$ cat config.mk
export PLATFORM = sky130hd
export DESIGN_NAME = demux_dispatcher
export DESIGN_NICKNAME = d
export VERILOG_FILES = /design/src/rtl/demux_dispatcher.sv
export SDC_FILE = /design/constraint.sdc
export NUM_CORES = 1
export LEC_CHECK = 0
export ABC_AREA = 1
export CAP_MARGIN = 15
export CORE_ASPECT_RATIO = 0.9
export CORE_MARGIN = 3
export CORE_UTILIZATION = 46
export CTS_CLUSTER_DIAMETER = 120
export DETAILED_ROUTE_END_ITERATION = 8
export HOLD_SLACK_MARGIN = 0.1
export PLACE_DENSITY = 0.7
export SETUP_SLACK_MARGIN = 0.5
export SYNTH_ARGS = -nofsm -noshare
export SYNTH_HDL_FRONTEND = slang
export SYNTH_SLANG_ARGS = --single-unit
$ cat constraint.sdc
create_clock -name clk -period 3.7 [get_ports clk]
set_input_delay 0.555 -clock clk [delete_from_list [all_inputs] [get_ports clk]]
set_output_delay 0.555 -clock clk [all_outputs]
set_load 0.1 [all_outputs]
$ cat src/rtl/demux_dispatcher.sv
// demux_dispatcher: steers a single valid/ready input stream onto one of 8 consumer channels
// through a 3-to-8 demultiplexer.
//
// Channel selection modes:
//   - Round-robin over the enabled channels.
//   - Addressed, using the per-word destination.
//
// A word is held in a register and presented on channel sel until that consumer takes it.
// If the consumer stalls for TIMEOUT cycles, or its channel is disabled, the word is either
// retargeted to another channel or dropped.
//
// Ports:
//   clk, rst          clock, synchronous active-high reset
//   mode              0 = round-robin, 1 = addressed (latched at word acceptance)
//   chan_enable[7:0]  per-channel enable mask
//   in_valid/in_ready input handshake; in_data word, in_dest destination channel
//   sel[2:0]          registered demux select
//   out_valid[7:0]    one-hot valid toward channel sel (or zero)
//   out_data          held word, shared by all channels
//   out_ready[7:0]    per-channel ready
//   sent              one-cycle pulse after a completed delivery
//   drop_cnt[7:0]     saturating count of dropped words
module demux_dispatcher #(
  parameter int unsigned DATA_WIDTH = 8,
  parameter int unsigned TIMEOUT    = 15
) (
  input  logic                  clk,
  input  logic                  rst,
  input  logic                  mode,
  input  logic [7:0]            chan_enable,
  input  logic                  in_valid,
  output logic                  in_ready,
  input  logic [DATA_WIDTH-1:0] in_data,
  input  logic [2:0]            in_dest,
  output logic [2:0]            sel,
  output logic [7:0]            out_valid,
  output logic [DATA_WIDTH-1:0] out_data,
  input  logic [7:0]            out_ready,
  output logic                  sent,
  output logic [7:0]            drop_cnt
);

  typedef enum logic [0:0] {StIdle, StDeliver} state_e;

  // The timeout fires in the cycle where the wait counter would reach TIMEOUT, so a stalled
  // channel is presented for exactly TIMEOUT cycles before retarget/drop.
  localparam logic [7:0] TimeoutLast = 8'(TIMEOUT - 1);

  state_e                state_q, state_d;
  logic [2:0]            sel_q, sel_d;
  logic [7:0]            out_valid_q, out_valid_d;
  logic [DATA_WIDTH-1:0] out_data_q, out_data_d;
  logic                  sent_q, sent_d;
  logic [7:0]            drop_cnt_q, drop_cnt_d;
  logic [2:0]            rr_ptr_q, rr_ptr_d;
  logic [7:0]            wait_q, wait_d;
  logic                  mode_q, mode_d;
  logic                  drop;
  logic [3:0]            rr_hit;   // {found, index}
  logic [3:0]            alt_hit;  // {found, index}, current sel excluded

  // First set bit of mask, scanning start, start+1, ... modulo 8.
  function automatic logic [3:0] scan(input logic [7:0] mask, input logic [2:0] start);
    logic       found;
    logic [2:0] idx;
    logic [2:0] cand;
    found = 1'b0;
    idx   = 3'd0;
    for (int i = 0; i < 8; i++) begin
      cand = start + 3'(i);
      if (!found && mask[cand]) begin
        found = 1'b1;
        idx   = cand;
      end
    end
    return {found, idx};
  endfunction

  always_comb begin
    state_d     = state_q;
    sel_d       = sel_q;
    out_valid_d = out_valid_q;
    out_data_d  = out_data_q;
    sent_d      = 1'b0;
    drop_cnt_d  = drop_cnt_q;
    rr_ptr_d    = rr_ptr_q;
    wait_d      = wait_q;
    mode_d      = mode_q;
    drop        = 1'b0;
    in_ready    = 1'b0;
    rr_hit      = scan(chan_enable, rr_ptr_q);
    alt_hit     = scan(chan_enable & ~(8'h01 << sel_q), sel_q + 3'd1);

    unique case (state_q)
      StIdle: begin
        // rr_hit[3] is simply |chan_enable.
        in_ready = mode ? 1'b1 : rr_hit[3];
        if (in_valid && in_ready) begin
          out_data_d = in_data;
          mode_d     = mode;
          wait_d     = 8'd0;
          if (mode) begin
            if (chan_enable[in_dest]) begin
              sel_d       = in_dest;
              out_valid_d = 8'h01 << in_dest;
              state_d     = StDeliver;
            end else begin
              drop = 1'b1;
            end
          end else begin
            sel_d       = rr_hit[2:0];
            out_valid_d = 8'h01 << rr_hit[2:0];
            state_d     = StDeliver;
          end
        end
      end

      StDeliver: begin
        // Delivery takes priority over timeout and disable in the same cycle.
        if (out_ready[sel_q]) begin
          out_valid_d = 8'h00;
          sent_d      = 1'b1;
          state_d     = StIdle;
          if (!mode_q) rr_ptr_d = sel_q + 3'd1;
        end else if (wait_q == TimeoutLast || !chan_enable[sel_q]) begin
          wait_d = 8'd0;
          if (mode_q) begin
            drop = 1'b1;
          end else if (alt_hit[3]) begin
            sel_d       = alt_hit[2:0];
            out_valid_d = 8'h01 << alt_hit[2:0];
          end else if (!chan_enable[sel_q]) begin
            drop = 1'b1;
          end
          // Otherwise sel is the only enabled channel: keep waiting on it.
        end else begin
          wait_d = wait_q + 8'd1;
        end
      end

      default: state_d = StIdle;
    endcase

    if (drop) begin
      if (drop_cnt_q != 8'hFF) drop_cnt_d = drop_cnt_q + 8'd1;
      out_valid_d = 8'h00;
      state_d     = StIdle;
    end
  end

  always_ff @(posedge clk) begin
    if (rst) begin
      state_q     <= StIdle;
      sel_q       <= 3'd0;
      out_valid_q <= 8'h00;
      out_data_q  <= '0;
      sent_q      <= 1'b0;
      drop_cnt_q  <= 8'd0;
      rr_ptr_q    <= 3'd0;
      wait_q      <= 8'd0;
      mode_q      <= 1'b0;
    end else begin
      state_q     <= state_d;
      sel_q       <= sel_d;
      out_valid_q <= out_valid_d;
      out_data_q  <= out_data_d;
      sent_q      <= sent_d;
      drop_cnt_q  <= drop_cnt_d;
      rr_ptr_q    <= rr_ptr_d;
      wait_q      <= wait_d;
      mode_q      <= mode_d;
    end
  end

  assign sel       = sel_q;
  assign out_valid = out_valid_q;
  assign out_data  = out_data_q;
  assign sent      = sent_q;
  assign drop_cnt  = drop_cnt_q;

endmodule

# Word-level counts from Yosys, hierarchy flattened
# Cells that the tools add are included.
# Widths: inputs -> output; s select.
dict set report totals {
  inputBits 31
  ff_bits 41
  output_inout_bits 29
  word_cells 209
}
dict set report classes {
  bitwise 4
  reduce_logical 39
  n_lt_le_gt_ge 18
  n_mux 107
  addsub 17
  eq_ne 11
  n_shift 4
}
# cell count
set op_table {}
lappend op_table {{$mux 8} 10}
lappend op_table {{$lt 3x4->1 const B} 18}
lappend op_table {{$mux 3} 23}
lappend op_table {{$bmux 1 s3} 19}
lappend op_table {{$mux 1} 50}
lappend op_table {{$pmux 8 s2} 2}
lappend op_table {{$shl 1x3->8 const A} 4}
lappend op_table {{$add 3x3->3 const B} 8}
lappend op_table {{$add 8x1->8 const B} 2}
lappend op_table {{$logic_and 1x1->1} 15}
lappend op_table {{$logic_not 1->1} 15}
lappend op_table {{$add 3x2->3 const B} 4}
lappend op_table {{$add 3x1->3 const B} 3}
lappend op_table {{$and 8x8->8} 1}
lappend op_table {{$eq 8x4->1 const B} 1}
lappend op_table {{$ne 8x8->1 const B} 1}
lappend op_table {{$not 8->8} 1}
lappend op_table {{$ne 2x2->1 const B} 3}
lappend op_table {{$ne 3x1->1 const B} 2}
lappend op_table {{$pmux 3 s2} 1}
lappend op_table {{$reduce_and 2->1} 3}
lappend op_table {{$reduce_and 6->1} 1}
lappend op_table {{$reduce_and 5->1} 1}
lappend op_table {{$ne 2x1->1 const B} 2}
lappend op_table {{7 further kinds} 10}

# Longest topological paths before layout
# Gate-level depths: netlist (run 1).
dict set report logic_depth {
  ltp_word 33
  mapped_depth 23
  depth_no_buf 22
}

# Least setup slack after synthesis (run 1)
# No wires, ideal clock.
dict set report synth_timing {
  path_kind {reg-to-reg}
  startpoint {reg sel_q[0], in the netlist sel[0]}
  endpoint {reg out_valid_q[1], in the netlist out_valid[1]}
  required_time_ns 3.591
  n_path_buf 4
  t_arrival_ns 3.661
  stages_incl_launch_ff 24
  path_slack_ns -0.070
  setup_time_ns 0.109
  synth_period_minus_slack_ns 3.770
  path_cell_list {dfxtp_1 -> inv_2 -> clkbuf_1 -> ha_1 -> buf_2 -> inv_4 -> nand2_1 -> nand2_2 -> nand3_1 -> nand3_2 -> nand2_2 -> nor2_4 -> nand4_4 -> nor2_4 -> nand2_1 -> nor2_2 -> o21ai_1 -> and2_1 -> buf_6 -> buf_8 -> nor2_2 -> nor2_1 -> nand2_1 -> inv_1}
}
dict set report synth_via {
  elab_chain_len 33
  elab_cells_between_ends 80
  cone_classes {8 x add/sub; 3 x eq/ne; 2 x shift; 47 x mux; 2 x bitwise; 18 x reduce/logical}
}
# item line
set synth_rtl {}
lappend synth_rtl {{start: declaration} 50} ;# logic [2:0] sel_q, sel_d;
lappend synth_rtl {{start signal: assignment} 164} ;# sel_q <= sel_d;
lappend synth_rtl {{parallel branches: the longest is 33 deep, another holds $add 3x1->3} --}
lappend synth_rtl {{end signal: assignment} 165} ;# out_valid_q <= out_valid_d;
lappend synth_rtl {{end: declaration} 51} ;# logic [7:0] out_valid_q, out_valid_d;
# Several ways; the timed one is not identified. The select of a mux whose other input is x is not followed.
# A chain may end at the register's enable or synchronous reset.

# Final worst setup path (run 1)
dict set report layout_timing {
  startpoint {in chan_enable[4]}
  endpoint {out in_ready}
}
dict set report layout_via {
  elab_chain_len 26
  elab_cells_between_ends 40
  cone_classes {26 x mux; 14 x reduce/logical}
}
# item line
set layout_rtl {}
lappend layout_rtl {{start: declaration} 30} ;# input logic [7:0] chan_enable,
lappend layout_rtl {{$bmux 1 s3} 71} ;# if (!found && mask[cand]) begin
lappend layout_rtl {{$mux 1 (implied by the code)} 71}
lappend layout_rtl {{$mux 1} 71}
lappend layout_rtl {{$logic_not 1->1} 71}
lappend layout_rtl {{$logic_and 1x1->1} 71}
lappend layout_rtl {{$mux 1} 71}
lappend layout_rtl {{$logic_not 1->1} 71}
lappend layout_rtl {{$logic_and 1x1->1} 71}
lappend layout_rtl {{[10 not listed]} --}
lappend layout_rtl {{$logic_not 1->1} 71}
lappend layout_rtl {{$logic_and 1x1->1} 71}
lappend layout_rtl {{$mux 1} 71}
lappend layout_rtl {{$logic_not 1->1} 71}
lappend layout_rtl {{$logic_and 1x1->1} 71}
lappend layout_rtl {{$mux 1 *} 71}
lappend layout_rtl {{$mux 1 *} 97} ;# in_ready = mode ? 1'b1 : rr_hit[3];
lappend layout_rtl {{$mux 1 *} 94} ;# unique case (state_q)
lappend layout_rtl {{end: declaration} 32} ;# output logic in_ready,
# Every way passes the cells marked *; elsewhere a longest branch is shown, timed or not. The select of a mux whose other input is x is not followed.

==> summary.md, run 1 <==
| Metric | Value |
|---|---|
| Run status | `complete, no violations` |
| Total of hold buffers inserted after clock tree synthesis | `0` |
| CTS H-tree lvls | `2` |
| Initial core utilization | `0.477` |
| Power density normalized to cell area | `553 mW/mm^2` |
| Pre-antenna DRT Iters | `5` |
| Number of vias per cell after detailed routing | `5.36` |
| Post-layout instance count excluding filler cells | `819` |
| Flip-flop cell with the highest count after synthesis | `dfxtp_1` |
| Max frequency | `330 MHz` |
| Top library cells by usage in the layout, fill and taps aside | `nand2_1, nand3_1, nor2_1` |
| Residual DRC | `0` |
| Most area-hungry cell type in the Yosys netlist | `dfxtp_1` |
| Die Span Y | `93.2 microns` |
| Proportion of synthesized flip-flops having asynchronous set or reset | `0` |
| Buffer cell driving the clock tree root | `clkbuf_8` |
| Worst Setup End Kind | `primary output` |
| Count of port buffers added during placement | `59` |
| First-pass GRT wire length | `17.9 mm` |
| Overall via count from detail_route | `4393` |
| Clock skew after layout | `0.00581 ns` |
| Part of the Yosys area used for sequential elements | `0.211` |
| CP Launch Type | `input pin` |
| Worst skew pair latency | `0.30 ns` |
| GRT Residual Overflow | `0` |
| Worst EP arrival | `2.48 ns` |
| Final worst path period share | `0.820` |
| Setup Crit Path Kind | `in2out` |
| Max IR drop VDD | `420 uV` |
| CTS max path bufs | `2` |
| Top post-synthesis cells by area | `dfxtp_1, nand2_1, nand3_1` |
| Headroom to the max-slew limit | `0.338` |
| Register bit total from synthesis | `41` |
| Number of standard cells after synthesis | `653` |
| Time the final worst path needs with I/O delays and setup | `3.03 ns` |
| Post-DP HPWL | `8.53 mm` |
| Fraction of final layout cells sized beyond drive strength 1 | `0.118` |
| R2R Path End | `drop_cnt[3]` |
| Area delta synth->final | `24.3%` |
| Number of standard-cell rows in the floorplan | `31` |
| Maximum number of pins on one net before global-route repair | `27` |
| Leakage power | `2.29 nW` |
| Hold WC Path Type | `reg2reg` |
| Worst-case hold path end point | `out_data[3]` |
| Max Cap Viol | `0` |
| Unique cell type count in the Yosys netlist | `42` |
| Synthesized area per cell | `5.96 sq um` |
| Synthesized area | `0.00389 sq mm` |
| # placed instances | `799` |
| Final routed wire length divided by cell count | `13.7 microns` |
| Worst Max-Slew Pin Slew | `0.991 ns` |
| Num Clock Sinks | `41` |
| Width of the chip | `103 microns` |
| Hold Path Depth | `2` |
| DRT Wirelength | `11.2 mm` |
| TritonCTS buffer count | `5` |
| Maximum net fanout on the critical path | `6` |
| Number of antenna diodes | `0` |
| Number of nets still failing antenna checks after routing | `0` |
| Leading cell type in the layout, fill and taps excluded | `nand2_1` |
| Final-report setup violation count | `0` |
| Clk pin slew, worst setup/hold paths | `0.07 ns` |
| Worst-case register-to-register setup slack | `0.72 ns` |
| Synth top area share | `0.211` |
| Final sum of negative setup slack | `0 ns` |
| Nets@finish | `764` |
| Number of max-slew violations in the final report | `0` |
| GRT Total Usage | `0.225` |
| Worst endpoint required time | `3.14 ns` |
| Standard cell core area | `0.00815 sq mm` |
| I/O pin count | `60` |
| Final hold violation count | `0` |
| Syn_nets | `697` |
| Number of cells on the worst reg-to-reg path | `18` |
| Number of global-route vias before repair | `3891` |
| Yosys warnings | `0` |
| Routability congestion estimate from global placement | `0.906` |
| Worst hold path startpoint | `out_data[3]` |
| Number of flops mapped to enable cells by yosys | `0` |
| Drt first-iter violations | `261` |
| RSZ-0062 raised after global routing | `true` |
| Fill cell count | `798` |
| Floorplan die area | `0.00959 sq mm` |
| Clock tree from TritonCTS | `built` |
| Beginning of the worst register-to-register path | `sel[0]` |
| Antenna violations before repair | `0` |
worst max-delay path by stage:
stage | startpoint | end | slack [ns]
global placement | sel[1] | drop_cnt[1] | 0.46
finish | chan_enable[4] | in_ready | 0.67
detailed placement | sel[1] | out_valid[3] | 0.30
global route | sel[1] | drop_cnt[0] | 0.46
floorplan | rr_ptr_q[1] | state_q | 0.51
CTS | rr_ptr_q[1] | in_ready | 0.51
layer usage:
layer  vias up  GRT usage  wire length [microns]
met1      2006      0.321                   5380
met2       108      0.366                   5310
li1       2272          -                      -
met5         -          0                      0
met3         7     0.0328                    447
met4         0     0.0302                     49
per-stage QoR:
step                hold WS, ns  setup slack (ns)  power (mW)  area [sq um]  utilization
floorplan                 0.466             0.506        1.88          3890            -
global placement          0.451             0.458        2.23          4550        0.558
detailed placement        0.457             0.305        2.25          4550        0.558
CTS                       0.471             0.505        2.60          4680        0.574
global route              0.490             0.456        2.89          4830        0.593
finish                    0.470             0.666        2.67          4830        0.593
registers in the layout, summed over array words and instances, names as in the netlist:
| signal | cells |
|---|---|
| sent | 1 |
| out_data | 8 |
| out_valid | 8 |
| drop_cnt | 8 |
| rr_ptr_q | 3 |
| mode_q | 1 |
| sel | 3 |
| state_q | 1 |
| wait_q | 8 |
power breakdown:
group	switching [mW]	total [mW]	internal, mW	leakage [nW]
clock network	0.160	0.329	0.169	0.0522
logic	1.26	1.82	0.556	1.90
registers	0.0461	0.527	0.481	0.337
critical path, cell delays in order:
cell,delay [ns]
clkdlybuf4s50_1,0.55
nand2_1,0.15
nand3_1,0.11
nand3_1,0.14
nand2_2,0.10
nor2_8,0.13
nand4_2,0.13
nor2_4,0.18
nand3_2,0.11
nand2_1,0.09
inv_1,0.08
buf_12,0.17
repair_timing:
| action | in CTS | in global routing |
|---|---|---|
| gates resized for setup | 8 | 13 |
| endpoints found under the hold margin | 0 | 0 |
| endpoints found under the setup margin | 19 | 21 |
| pin swaps | 0 | 2 |
| gates cloned | 0 | 0 |
| setup buffers | 0 | 13 |
cell type report:
class	instances	area [sq um]	area share
multi-input cells	520	2740	0.567
flip-flops and latches	41	833	0.172
repair buffers	78	749	0.155
clock buffers	6	93.8	0.0194
inverters	74	287	0.0593
well taps	99	124	0.0256
clock inverters	1	5.00	0.00104
cells in the mapped netlist, types with 9 or more instances:
cell type	count
o21ai_0	24
a21oi_1	41
nand4_1	9
ha_1	13
nand3_2	12
inv_1	65
nand2_1	170
nand3_1	112
nand2_2	13
dfxtp_1	41
nor2_1	71
cells by family (layout without fill, tap and decap cells):
logic type      count (synthesis)  in the layout  share of synthesized area
simple gates                  407            407                      0.489
buf+inv                        92            159                      0.102
compound gates                 81             81                      0.110
flops                          41             41                      0.211
xor+xnor                       17             17                     0.0402
fa+ha+maj                      13             13                     0.0418
mux                             2              2                    0.00547
Note: power is estimated with default switching activity, not from simulation.
==> inputs of run 2 (changes only) <==
--- a/config.mk
+++ b/config.mk
@@ -13,7 +13,7 @@
 export CTS_CLUSTER_DIAMETER = 120
 export DETAILED_ROUTE_END_ITERATION = 8
 export HOLD_SLACK_MARGIN = 0.1
-export PLACE_DENSITY = 0.7
+export PLACE_DENSITY = 0.73
 export SETUP_SLACK_MARGIN = 0.5
 export SYNTH_ARGS = -nofsm -noshare
 export SYNTH_HDL_FRONTEND = slang
==> constraint.sdc (replaced) <==
create_clock -name clk -period 2.4 [get_ports clk]
set_input_delay 0.36 -clock clk [delete_from_list [all_inputs] [get_ports clk]]
set_output_delay 0.36 -clock clk [all_outputs]
set_load 0.1 [all_outputs]
==> run 2 against run 1 <==
Net effect:
- the run now ends with setup timing left
- total power increased by 110%
- wire length increased by 19%
- critical path depth increased by 8
- cell count increased by 13%
- clock skew increased by 0.0026 ns
- global-route usage increased by 4.7 points
- sequential share of layout area decreased by 3.5 points
- register-to-register slack got worse by 1.1 ns
- critical endpoint is now drop_cnt[6]
==> summary.md, run 2 (synthesis gave the netlist of run 1 again) <==
| Metric | Value |
|---|---|
| CTS max path bufs | `2 (unchanged)` |
| Worst EP arrival | `2.93 ns (+0.45 ns)` |
| Hold Path Depth | `2 (unchanged)` |
| Reg power frac | `0.142 (-0.055)` |
| Final worst path period share | `1.14` |
| Fraction of final layout cells sized beyond drive strength 1 | `0.357 (+0.239)` |
| Total of hold buffers inserted after clock tree synthesis | `0 (unchanged)` |
| Worst setup timing slack at the placement stage | `-0.568 ns (-0.872 ns)` |
| Width of the chip | `103 microns (unchanged)` |
| Number of vias per cell after detailed routing | `5.45 (+1.6%)` |
| TritonCTS buffer count | `5 (unchanged)` |
| Final-report setup violation count | `24 (+24)` |
| Top library cells by usage in the layout, fill and taps aside | `nand2_1, buf_4, nand3_1` |
| R2R Path End | `drop_cnt[6]` |
| First-pass GRT wire length | `21.6 mm (+21%)` |
| Fill cell count | `636 (-20%)` |
| Worst-case hold path end point | `out_data[1]` |
| Share of power burned in the clock network | `0.104 (-0.019)` |
| Worst hold path startpoint | `out_data[1]` |
| Pre-antenna DRT Iters | `5 (unchanged)` |
| Max IR drop VDD | `816 uV (+94%)` |
| Drt first-iter violations | `290 (+11%)` |
| Number of antenna diodes | `0 (unchanged)` |
| P_sw | `2.83 mW (+93%)` |
| Final routed wire length divided by cell count | `14.4 microns (+5.3%)` |
| Clk pin slew, worst setup/hold paths | `0.08 ns (about the same)` |
| Number of global-route vias before repair | `4844 (+24%)` |
| Maximum number of pins on one net before global-route repair | `24 (-11%)` |
| Stage delay of the slowest cell on the critical path | `0.37 ns (-0.18 ns)` |
| Time the final worst path needs with I/O delays and setup | `2.74 ns` |
| RSZ-0062 raised after global routing | `true` |
| Final critical-path setup slack | `-0.338 ns (-1.00 ns)` |
| Beginning of the worst register-to-register path | `sel[1]` |
| CP Launch Type | `flip-flop` |
| Leakage power | `2.96 nW (+29%)` |
| DRT Wirelength | `13.3 mm (+19%)` |
| Worst endpoint required time | `2.60 ns (-0.54 ns)` |
| Setup Crit Path Kind | `reg2reg` |
| Antenna violations before repair | `0 (unchanged)` |
| Worst Max-Slew Pin Slew | `0.375 ns (-0.616 ns)` |
| Number of standard-cell rows in the floorplan | `31 (unchanged)` |
| Failing checks | `setup timing` |
| Count of port buffers added during placement | `59 (unchanged)` |
| Leading cell type in the layout, fill and taps excluded | `nand2_1` |
| Switching power share of the total | `0.502 (-0.0464)` |
| Number of nets still failing antenna checks after routing | `0 (unchanged)` |
| Nets@finish | `867 (+13%)` |
| Floorplan die area | `0.00959 sq mm (unchanged)` |
| I/O pin count | `60 (unchanged)` |
| Worst skew pair latency | `0.30 ns (about the same)` |
| Clock skew after layout | `0.00840 ns (+0.00259 ns)` |
| Residual DRC | `0 (unchanged)` |
| Run status | `finished with violations` |
| Multi-input logic area | `0.00320 sq mm (+17%)` |
| Worst-case register-to-register setup slack | `-0.34 ns (-1.06 ns)` |
| Overall via count from detail_route | `5032 (+15%)` |
| Standard cell core area | `0.00815 sq mm (unchanged)` |
| Combinational share of power | `0.754 (+0.074)` |
| Clock tree from TritonCTS | `built` |
| GRT Total Usage | `0.272 (+0.0467)` |
| Share of the core filled with cells in the final layout | `0.748 (+0.155)` |
| Worst Setup End Kind | `flip-flop` |
| Power density normalized to cell area | `923 mW/mm^2 (+67%)` |
| Area delta synth->final | `56.7%` |
| Max Cap Viol | `0 (unchanged)` |
| Post-DP HPWL | `9.61 mm (+13%)` |
| Max frequency | `365 MHz` |
| Die Span Y | `93.2 microns (unchanged)` |
| Number of max-slew violations in the final report | `0 (unchanged)` |
| Ordered list of cells on the worst path | `ha_4 -> ha_4 -> buf_6 -> xor2_4 -> inv_2 -> nand3_4 -> nand2_4 -> nor2_4 -> nand4_4 -> nor2_4 -> nand2_1 -> nor2_2 -> nand2_1 -> nand2_1 -> nand2_2 -> nand2_4 -> buf_6 -> nand3_1 -> nand2_1 -> nor2_1` |
| Headroom to the max-slew limit | `0.750 (+0.412)` |
| Routability congestion estimate from global placement | `0.926 (+2.3%)` |
| Initial core utilization | `0.477 (unchanged)` |
| CP dominant cell by count | `nand2_1` |
| Maximum net fanout on the critical path | `5 (-1)` |
| Area of all sequential standard cells | `837 sq um (+0.45%)` |
| Hold WC Path Type | `reg2reg` |
| Internal power contribution | `2.80 mW (+130%)` |
| Final hold violation count | `0 (unchanged)` |
| Cell at the slowest stage of the critical path | `dfxtp_4` |
| CTS H-tree lvls | `2 (unchanged)` |
| Num Clock Sinks | `41 (unchanged)` |
| GRT Residual Overflow | `0 (unchanged)` |
| Number of cells on the worst reg-to-reg path | `20 (+2)` |
| Buffer cell driving the clock tree root | `clkbuf_8` |
## run 2: cell count changes in the layout (fill, tap and decap cells not counted), sizes merged
cell / change
clkdlybuf4s50: -34
bufinv: +1
buf: +131
dlygate4sd2: +7
dlymetal6s2s: -1
clkinv: -1
inv: +1
## run 2: area by class of cell
cell class,instances,share of cell area
inverters,74,0.0520
well taps,99,0.0203
repair buffers,181,0.246
multi-input cells,520,0.525
clock buffers,6,0.0136
clock inverters,2,0.00595
flip-flops and latches,41,0.137
## run 2: stage by stage
step	std cells	power, mW	instance area, sq um	TNS [ns]	hold slack (ns)
finish	923	5.63	6090	-5.77	0.466
global route	923	6.02	6090	-11.05	0.486
CTS	916	5.21	5810	-4.00	0.467
detailed placement	891	4.29	5370	-16.96	0.455
global placement	891	4.22	5370	-14.79	0.448
floorplan	653	3.08	4130	-18.42	0.465
## run 2: power groups by stage
| stage | sequential, mW | combinational (mW) | clock [mW] |
|---|---|---|---|
| detailed placement | 0.803 | 3.48 | 0 |
| finish | 0.797 | 4.24 | 0.586 |
| global placement | 0.801 | 3.42 | 0 |
| global route | 0.805 | 4.60 | 0.618 |
| floorplan | 1.14 | 1.95 | 0 |
| CTS | 0.794 | 3.82 | 0.593 |
## run 2: critical path: cells and delay by family (launching register included)
kind | cells | cell delay, ns
XOR/XNOR | 1 | 0.20
adder cells (fa/ha/maj) | 2 | 0.46
buffers and inverters | 3 | 0.34
flip-flops | 1 | 0.37
AND/OR/NAND/NOR | 14 | 1.27
## run 2: routing by layer
metal / vias up / wire (microns) / GRT usage
met3: 37 / 604 / 0.0410
met2: 163 / 6820 / 0.467
met5: - / 0 / 0
met4: 0 / 329 / 0.0852
met1: 2352 / 5520 / 0.345
li1: 2480 / - / -
## run 2: worst max-delay path by stage
stage | from | end | cells past startpoint
2_1_floorplan | rr_ptr_q[0] | out_data[0] | 19
3_3_place_gp | sel[0] | out_valid[3] | 18
3_5_place_dp | sel[0] | out_valid[6] | 18
4_1_cts | sel[0] | drop_cnt[6] | 21
5_1_grt | sel[1] | drop_cnt[6] | 20
6_report | sel[1] | drop_cnt[6] | 20
## run 2: repair_timing
action / in CTS / in global routing
pin swaps: 34 / 21
endpoints found under the setup margin: 38 / 41
setup buffers: 17 / 7
resized for setup: 57 / 59
hold endpoints to repair: 0 / 0
==> inputs of run 3 (changes only) <==
--- a/config.mk
+++ b/config.mk
@@ -10,11 +10,12 @@
 export CORE_ASPECT_RATIO = 0.9
 export CORE_MARGIN = 3
 export CORE_UTILIZATION = 46
-export CTS_CLUSTER_DIAMETER = 120
+export CTS_CLUSTER_DIAMETER = 60
 export DETAILED_ROUTE_END_ITERATION = 8
 export HOLD_SLACK_MARGIN = 0.1
 export PLACE_DENSITY = 0.73
 export SETUP_SLACK_MARGIN = 0.5
+export SLEW_MARGIN = 20
 export SYNTH_ARGS = -nofsm -noshare
 export SYNTH_HDL_FRONTEND = slang
 export SYNTH_SLANG_ARGS = --single-unit
==> results of run 3 <==
No change in the layout: final DEF, timing and power equal those of run 2.
